### config.mk
export PLATFORM = sky130hd
export DESIGN_NAME = sdp_ram_rd_streamer
export DESIGN_NICKNAME = d
export VERILOG_FILES = /design/src/rtl/sdp_ram_rd_streamer.sv
export SDC_FILE = /design/constraint.sdc
export NUM_CORES = 1
export LEC_CHECK = 0
export CORE_MARGIN = 2
export CORE_UTILIZATION = 30
export CTS_CLUSTER_DIAMETER = 40
export DETAILED_ROUTE_END_ITERATION = 10
export PLACE_DENSITY = 0.47
export SYNTH_ARGS = -nofsm -noshare
export SYNTH_HDL_FRONTEND = slang
export SYNTH_SLANG_ARGS = --single-unit
### constraint.sdc
create_clock -name clk -period 10 [get_ports clk]
set_clock_uncertainty 0.05 [all_clocks]
set_input_delay 2.5 -clock clk [delete_from_list [all_inputs] [get_ports clk]]
set_output_delay 2.5 -clock clk [all_outputs]
set_load 0.1 [all_outputs]
### src/rtl/sdp_ram_rd_streamer.sv
// Burst read master for the simple dual-port RAM: issues reb/addrb under a credit limit and
// turns the fixed RAM read latency into a valid/ready stream with last-beat marking.
module sdp_ram_rd_streamer #(
  parameter int DATA_W     = 32,
  parameter int RAM_DEPTH  = 256,
  parameter int DEPTH_W    = 8,
  parameter int LEN_W      = 9,
  parameter int RD_LATENCY = 2,
  parameter int BUF_DEPTH  = 4
) (
  input  logic               clk,
  input  logic               rst_n,
  input  logic               cmd_valid,
  output logic               cmd_ready,
  input  logic [DEPTH_W-1:0] cmd_addr,
  input  logic [LEN_W-1:0]   cmd_len,
  output logic               ram_reb,
  output logic [DEPTH_W-1:0] ram_addrb,
  input  logic [DATA_W-1:0]  ram_doutb,
  output logic               m_valid,
  input  logic               m_ready,
  output logic [DATA_W-1:0]  m_data,
  output logic               m_last,
  output logic               busy
);

  localparam int PTR_W = $clog2(BUF_DEPTH);
  localparam int CNT_W = PTR_W + 1;
  localparam int OCC_W = CNT_W + 2;

  typedef enum logic [1:0] {IDLE, ISSUE, DRAIN} state_t;

  state_t                state;
  logic [DEPTH_W-1:0]    addr;
  logic [LEN_W-1:0]      remaining;
  logic                  reb_last;
  logic [RD_LATENCY-1:0] tag_v;
  logic [RD_LATENCY-1:0] tag_l;
  logic [DATA_W-1:0]     buf_data [BUF_DEPTH];
  logic [BUF_DEPTH-1:0]  buf_last;
  logic [PTR_W-1:0]      wr_ptr;
  logic [PTR_W-1:0]      rd_ptr;
  logic [CNT_W-1:0]      count;
  logic                  push;
  logic                  pop;
  logic                  credit;
  logic [OCC_W-1:0]      occ;

  function automatic logic [DEPTH_W-1:0] next_addr(input logic [DEPTH_W-1:0] a);
    return (a == DEPTH_W'(RAM_DEPTH - 1)) ? '0 : a + DEPTH_W'(1);
  endfunction

  assign cmd_ready = (state == IDLE);
  assign m_valid   = (count != '0);
  assign m_data    = buf_data[rd_ptr];
  assign m_last    = buf_last[rd_ptr];
  assign push      = tag_v[RD_LATENCY-1];
  assign pop       = m_valid && m_ready;

  // Words committed after this edge: FIFO + tags + the read on the port now, minus this pop.
  always_comb begin
    occ = OCC_W'(count) + OCC_W'(ram_reb);
    for (int i = 0; i < RD_LATENCY; i++) occ = occ + OCC_W'(tag_v[i]);
    occ    = occ - OCC_W'(pop);
    credit = (occ < OCC_W'(BUF_DEPTH));
  end

  always_ff @(posedge clk or negedge rst_n) begin
    if (!rst_n) begin
      state     <= IDLE;
      addr      <= '0;
      remaining <= '0;
      reb_last  <= 1'b0;
      ram_reb   <= 1'b0;
      ram_addrb <= '0;
      busy      <= 1'b0;
    end else begin
      case (state)
        IDLE: begin
          ram_reb  <= 1'b0;
          reb_last <= 1'b0;
          if (cmd_valid && cmd_len != '0) begin
            ram_reb   <= 1'b1;
            ram_addrb <= cmd_addr;
            addr      <= next_addr(cmd_addr);
            remaining <= cmd_len - LEN_W'(1);
            reb_last  <= (cmd_len == LEN_W'(1));
            busy      <= 1'b1;
            state     <= (cmd_len == LEN_W'(1)) ? DRAIN : ISSUE;
          end
        end
        ISSUE: begin
          if (credit && remaining != '0) begin
            ram_reb   <= 1'b1;
            ram_addrb <= addr;
            addr      <= next_addr(addr);
            remaining <= remaining - LEN_W'(1);
            reb_last  <= (remaining == LEN_W'(1));
            if (remaining == LEN_W'(1)) state <= DRAIN;
          end else begin
            ram_reb  <= 1'b0;
            reb_last <= 1'b0;
          end
        end
        DRAIN: begin
          ram_reb  <= 1'b0;
          reb_last <= 1'b0;
          if (pop && m_last) begin
            busy  <= 1'b0;
            state <= IDLE;
          end
        end
        default: state <= IDLE;
      endcase
    end
  end

  always_ff @(posedge clk or negedge rst_n) begin
    if (!rst_n) begin
      tag_v    <= '0;
      tag_l    <= '0;
      wr_ptr   <= '0;
      rd_ptr   <= '0;
      count    <= '0;
      buf_last <= '0;
      for (int i = 0; i < BUF_DEPTH; i++) buf_data[i] <= '0;
    end else begin
      tag_v[0] <= ram_reb;
      tag_l[0] <= reb_last;
      for (int i = 1; i < RD_LATENCY; i++) begin
        tag_v[i] <= tag_v[i-1];
        tag_l[i] <= tag_l[i-1];
      end
      if (push) begin
        buf_data[wr_ptr] <= ram_doutb;
        buf_last[wr_ptr] <= tag_l[RD_LATENCY-1];
        wr_ptr           <= wr_ptr + PTR_W'(1);
      end
      if (pop) rd_ptr <= rd_ptr + PTR_W'(1);
      case ({push, pop})
        2'b10:   count <= count + CNT_W'(1);
        2'b01:   count <= count - CNT_W'(1);
        default: count <= count;
      endcase
    end
  end

  a_no_overflow: assert property (@(posedge clk) disable iff (!rst_n)
    !(push && !pop && count == CNT_W'(BUF_DEPTH)));

endmodule

* After elaboration in Yosys (flattened, before gate mapping)
Index checks and enable logic that the tools add are counted.
** Cells by class
- Add/subtract/negate cells :: 12
- $lt $le $gt $ge :: 7
- Eq/ne operators :: 12
- Multiplexer cells :: 38
- Bitwise logic cells :: 2
- Reductions and logical operators :: 17
** Operators by type and width (number)
- $bwmux 128 :: 1
- $mux 32 :: 3
- $bmux 32 s2 :: 1
- $demux 32 s2 :: 1
- $mux 8 :: 6
- $pmux 8 s2 :: 2
- $eq 9x1->1 const B :: 2
- $mux 9 :: 2
- $pmux 9 s2 :: 1
- $reduce_bool 9->1 :: 2
- $sub 9x1->9 const B :: 2
- $add 8x1->8 const B :: 2
- $eq 8x8->1 const B :: 2
- $mux 2 :: 5
- $mux 1 :: 8
- $ge 3x3->1 const B :: 2
- $logic_and 1x1->1 :: 6
- $lt 2x3->1 const B :: 2
- $ne 2x2->1 const B :: 3
- $not 2->3 :: 2
- $pmux 1 s3 :: 2
- $pmux 2 s3 :: 1
- $pmux 3 s2 :: 1
- $reduce_and 3->1 :: 2
- other kinds (21) :: 27
** Word-level totals
- Register bits :: 173
- Input port bits :: 53
- Output and inout port bits :: 45
- Word-level logic and storage cells :: 105

* Longest topological paths before layout
- Depth in word-level cells :: 8
- Gate-level depth with buffers :: 12
- Depth with buffers taken out :: 11

* Least setup slack after synthesis
OpenSTA, ideal clock, no wires.
- Path type :: input-to-reg
- Start :: input m_ready
- End :: register remaining[4]
- Setup time :: 123 ps
- Arrival :: 4985 ps
- Required time :: 9827 ps
- Path slack :: 4842 ps
- Cell stages on the path :: 11
- Buffers on the path :: 0
- Cells stage by stage :: o31a_1 ha_1 fa_1 inv_1 ha_1 and3b_1 or4_4 a21oi_4 and2_4 nand3_1 o221a_1
** Between the ends
- Word-level cells in the longest chain between the ends :: 6
** RTL lines
- start, declared :: line 21 : input logic m_ready,
- $logic_and 1x1->1 :: line 58 : assign pop = m_valid && m_ready;
- $sub 5x1->5 :: line 64 : occ = occ - OCC_W'(pop);
- $lt 5x3->1 :: line 65 : credit = (occ < OCC_W'(BUF_DEPTH));
- $logic_and 1x1->1 :: line 93 : if (credit && remaining != '0) begin
- $ne 2x2->1 (no source line)
- $reduce_and 3->1 (no source line)
- end signal, assigned :: line 86 : remaining <= cmd_len - LEN_W'(1);
- end signal, assigned :: line 97 : remaining <= remaining - LEN_W'(1);
- end, declared :: line 35 : logic [LEN_W-1:0] remaining;
No other way between the ends.
A chain may end at the register's enable or synchronous reset.

* Worst setup path after layout
- Start :: register rd_ptr[0]
- End :: output m_last
** Between the ends
- Word-level cells in the longest chain between the ends :: 2
** RTL lines
- start, declared :: line 42 : logic [PTR_W-1:0] rd_ptr;
- start signal, assigned :: line 139 : if (pop) rd_ptr <= rd_ptr + PTR_W'(1);
- $bmux 1 s2 :: line 56 : assign m_last = buf_last[rd_ptr];
- $mux 1 (implied by the code) :: line 56
- end, declared :: line 23 : output logic m_last,
No other way between the ends. The select of a mux whose other input is x is not followed.

==> impl_summary.txt <==
----------------------------------------------------
[Worst setup path]
  Critical-path cell with the highest stage delay ... sky130_fd_sc_hd__clkdlybuf4s50_1
  Worst flop-to-flop path startpoint ... count[0]
  Worst path bufs/invs ... 2
  Reg-to-reg slack, setup ... 6310 ps
  Logic depth of the worst register-to-register path ... 10
  Worst-path cell chain ... buf_4, mux4_2, clkdlybuf4s50_1
  Worst setup path category ... reg -> out
  Worst EP arrival ... 3310 ps
  End of the worst register-to-register path ... remaining[7]
  Highest net fanout along the worst path ... 24
  Kind of end point of the critical path ... output port
  Beginning of the critical path ... rd_ptr[0]
  Slowest stage delay, CP ... 1000 ps
  Critical path required time ... 7450 ps
  Startpoint kind of the worst setup timing path ... register
  Total stage count of the critical path ... 3
  Worst setup path endpoint ... m_last
  Family with the most delay on the worst path ... buffers and inverters

[Clock network]
  # hold bufs at CTS ... 0
  Number of setup buffers added after CTS ... 0
  Deepest clock path buffer count ... 2
  CTS root buffer ... sky130_fd_sc_hd__clkbuf_16
  # H-tree levels ... 4
  Clock latency reported for the late side of the worst-skew pair ... 430 ps
  CTS clk-pin slew, worst paths ... 70 ps
  Number of clock buffers inserted by TritonCTS ... 17
  CTS tree ... done
  Post-cts gate resize count ... 0
  CTS sink cnt ... 173

[Placement]
  PortBufs ... 97
  Global placement routability congestion ... 0.765
  Post-DP HPWL ... 12.7 mm
  Dpl cells ... 1074

[Run status]
  Status ... completed

[Yosys]
  Register area share after synthesis ... 0.514
  FF+latch count, synth ... 173
  Post-synthesis net count ... 703
  Post-Syn Area per Cell ... 13.4 um^2
  Flip-flop cell with the highest count after synthesis ... sky130_fd_sc_hd__dfrtp_1
  Most area-consuming cells after synthesis ... sky130_fd_sc_hd__dfrtp_1 (51%), sky130_fd_sc_hd__mux2_2 (18%), sky130_fd_sc_hd__mux4_2 (8.8%)
  Portion of synthesized cell area occupied by the leading cell type ... 0.514
  Most numerous cell types in the synthesized netlist ... sky130_fd_sc_hd__dfrtp_1 (173), sky130_fd_sc_hd__mux2_2 (134), sky130_fd_sc_hd__nand2_1 (39), sky130_fd_sc_hd__mux4_2 (33), sky130_fd_sc_hd__inv_1 (27)
  Share of async-settable or async-resettable flops after synthesis ... 1.00
  Synth unique cells ... 59
  Number of flops mapped to enable cells by yosys ... 0
  Number of warnings issued by yosys ... 0
  Number of cells produced by synthesis ... 627
  Most area-hungry cell type in the Yosys netlist ... sky130_fd_sc_hd__dfrtp_1
  Post-Syn Area ... 0.00842 mm^2
  Library cell with the highest instance count after synthesis ... sky130_fd_sc_hd__dfrtp_1

[Routing]
  Number of DRC markers in iteration 0 ... 189
  First-pass detailed-route iteration total ... 4
  Antenna Violating Nets Remaining ... 0
  Via-per-instance ratio ... 4.89
  Routed wire per std cell ... 17.7 um
  Drt drc ... 0
  DRT Wirelength ... 19.6 mm
  Count of vias placed by the detailed router ... 5404

[Layout]
  Final design utilization ... 0.374
  Number of fill cells ... 2635
  Sequential cell area ... 0.00433 mm^2
  Net count of the finished layout ... 791
  Final antenna diode count ... 0
  Filler-free cell count of the finished design ... 1106
  Area used by multi-input combinational logic ... 0.00386 mm^2
  Share of final-layout standard cells stronger than drive strength 1 ... 0.298
  Layout overhead on the synthesized area ... 23.1%

[GRT]
  Busiest grt layer ... met2
  Met1 track demand over resource in global routing ... 0.178
  Wire length of the first global-routing pass ... 31.7 mm
  Initial antenna violation count ... 1
  Pin count of the biggest net entering global routing ... 105
  Number of global-route vias before repair ... 5958
  Final global-route overflow total ... 0
  Global-route total usage across every layer ... 0.140
  Met2 Use GR ... 0.240
  Global routing usage on met3 ... 0.0322

[Floorplanning]
  Chip width ... 172 um
  IO Pins ... 98
  Core area ... 0.0277 mm^2
  Initial core utilization ... 0.304
  Chip Height ... 172 um
  Die area ... 0.0294 mm^2
  Cell row count ... 61

[Timing]
  Final Hold Vio Count ... 0
  Final Max Tran Viols ... 0
  Final Setup Violations ... 0
  Max-slew headroom ... 0.275
  Final critical-path share of the clock period ... 0.586
  Unrepaired setup endpoints after global routing ... no
  Post-layout minimum cycle time ... 5860 ps
  Fmax achieved ... 171 MHz
  Total negative setup slack ... 0 ps
  Transition time at the pin with the least slew margin ... 1080 ps

[Hold path]
  Worst min path class ... reg -> reg

[Run]
  Number of violations of the max-capacitance limit ... 0

----------------------------------------------------
[sequential cells by signal, summed over array words and instances (netlist names), 2 cells and up]
register   flops
tag_v          2
ram_addrb      8
remaining      9
buf_last       4
rd_ptr         2
buf_data     128
tag_l          2
addr           8
count          3
state          2
wr_ptr         2
[layer usage]
| metal | vias up | routed length (um) |
|---|---|---|
| li1 | 2485 | - |
| met1 | 2796 | 8880 |
| met2 | 103 | 9660 |
| met3 | 18 | 829 |
| met4 | 2 | 202 |
| met5 | - | 14 |
[cells by family after synthesis]
logic type | after synthesis | share of synthesized area
adders and majority gates | 23 | 0.0360
xor gates and xnor gates | 16 | 0.0166
buffers and inverters | 58 | 0.0287
DFF | 173 | 0.514
and+or+nand+nor | 104 | 0.0604
muxes | 178 | 0.281
AOI/OAI and AO/OA | 75 | 0.0633
[final cells by class]
cell class                      count  share of cell area
Tap cell                          378              0.0457
Inverter                           27             0.00978
Sequential cell                   173               0.418
Timing Repair Buffer              100              0.0960
Clock inverter                     14              0.0157
Multi-Input combinational cell    396               0.372
Clock buffer                       18              0.0424
[per-stage QoR]
| step | hold slack, ps | instance area (um^2) | worst slack, ps |
|---|---|---|---|
| 3_3_place_gp | 286 | 9760 | 3960 |
| 5_1_grt | 316 | 10400 | 3890 |
| 4_1_cts | 305 | 10400 | 3990 |
| 6_report | 303 | 10400 | 4140 |
| 3_5_place_dp | 288 | 9760 | 3740 |
| 2_1_floorplan | 281 | 8420 | 4840 |
[cell usage in the layout, fill, tap and decap left out, types with 3 or more instances in the layout]
master and instances:
sky130_fd_sc_hd__a211oi_1 3, sky130_fd_sc_hd__a21oi_1 9, sky130_fd_sc_hd__a31oi_1 3, sky130_fd_sc_hd__a32oi_1 4
sky130_fd_sc_hd__a41oi_1 3, sky130_fd_sc_hd__and3_1 4, sky130_fd_sc_hd__buf_4 3, sky130_fd_sc_hd__clkbuf_16 17
sky130_fd_sc_hd__clkdlybuf4s50_1 96, sky130_fd_sc_hd__clkinv_4 3, sky130_fd_sc_hd__dfrtp_1 171, sky130_fd_sc_hd__ha_1 21
sky130_fd_sc_hd__inv_1 27, sky130_fd_sc_hd__inv_6 3, sky130_fd_sc_hd__inv_8 5, sky130_fd_sc_hd__mux2_2 134
sky130_fd_sc_hd__mux2i_1 11, sky130_fd_sc_hd__mux4_2 33, sky130_fd_sc_hd__nand2_1 35, sky130_fd_sc_hd__nand2_2 5
sky130_fd_sc_hd__nand3_1 14, sky130_fd_sc_hd__nand4_1 3, sky130_fd_sc_hd__nor2_1 18, sky130_fd_sc_hd__nor2b_1 3
sky130_fd_sc_hd__nor3_1 8, sky130_fd_sc_hd__o21ai_0 25, sky130_fd_sc_hd__o221a_1 5, sky130_fd_sc_hd__or3_1 3
sky130_fd_sc_hd__xnor2_1 8, sky130_fd_sc_hd__xor2_1 8
[worst min path at each step]
stage          cells past startpoint      from  slack (ps)       end
5_1_grt                            0  tag_l[0]         320  tag_l[1]
4_1_cts                            0  tag_l[0]         310  tag_l[1]
2_1_floorplan                      0  tag_l[0]         280  tag_l[1]
3_3_place_gp                       0  tag_l[0]         290  tag_l[1]
3_5_place_dp                       0  tag_l[0]         290  tag_l[1]
6_report                           0  tag_l[0]         300  tag_l[1]
Power is left out: the tool's default activity adds up to more than one toggle a clock period on the data nets, which glitch-free logic cannot reach.
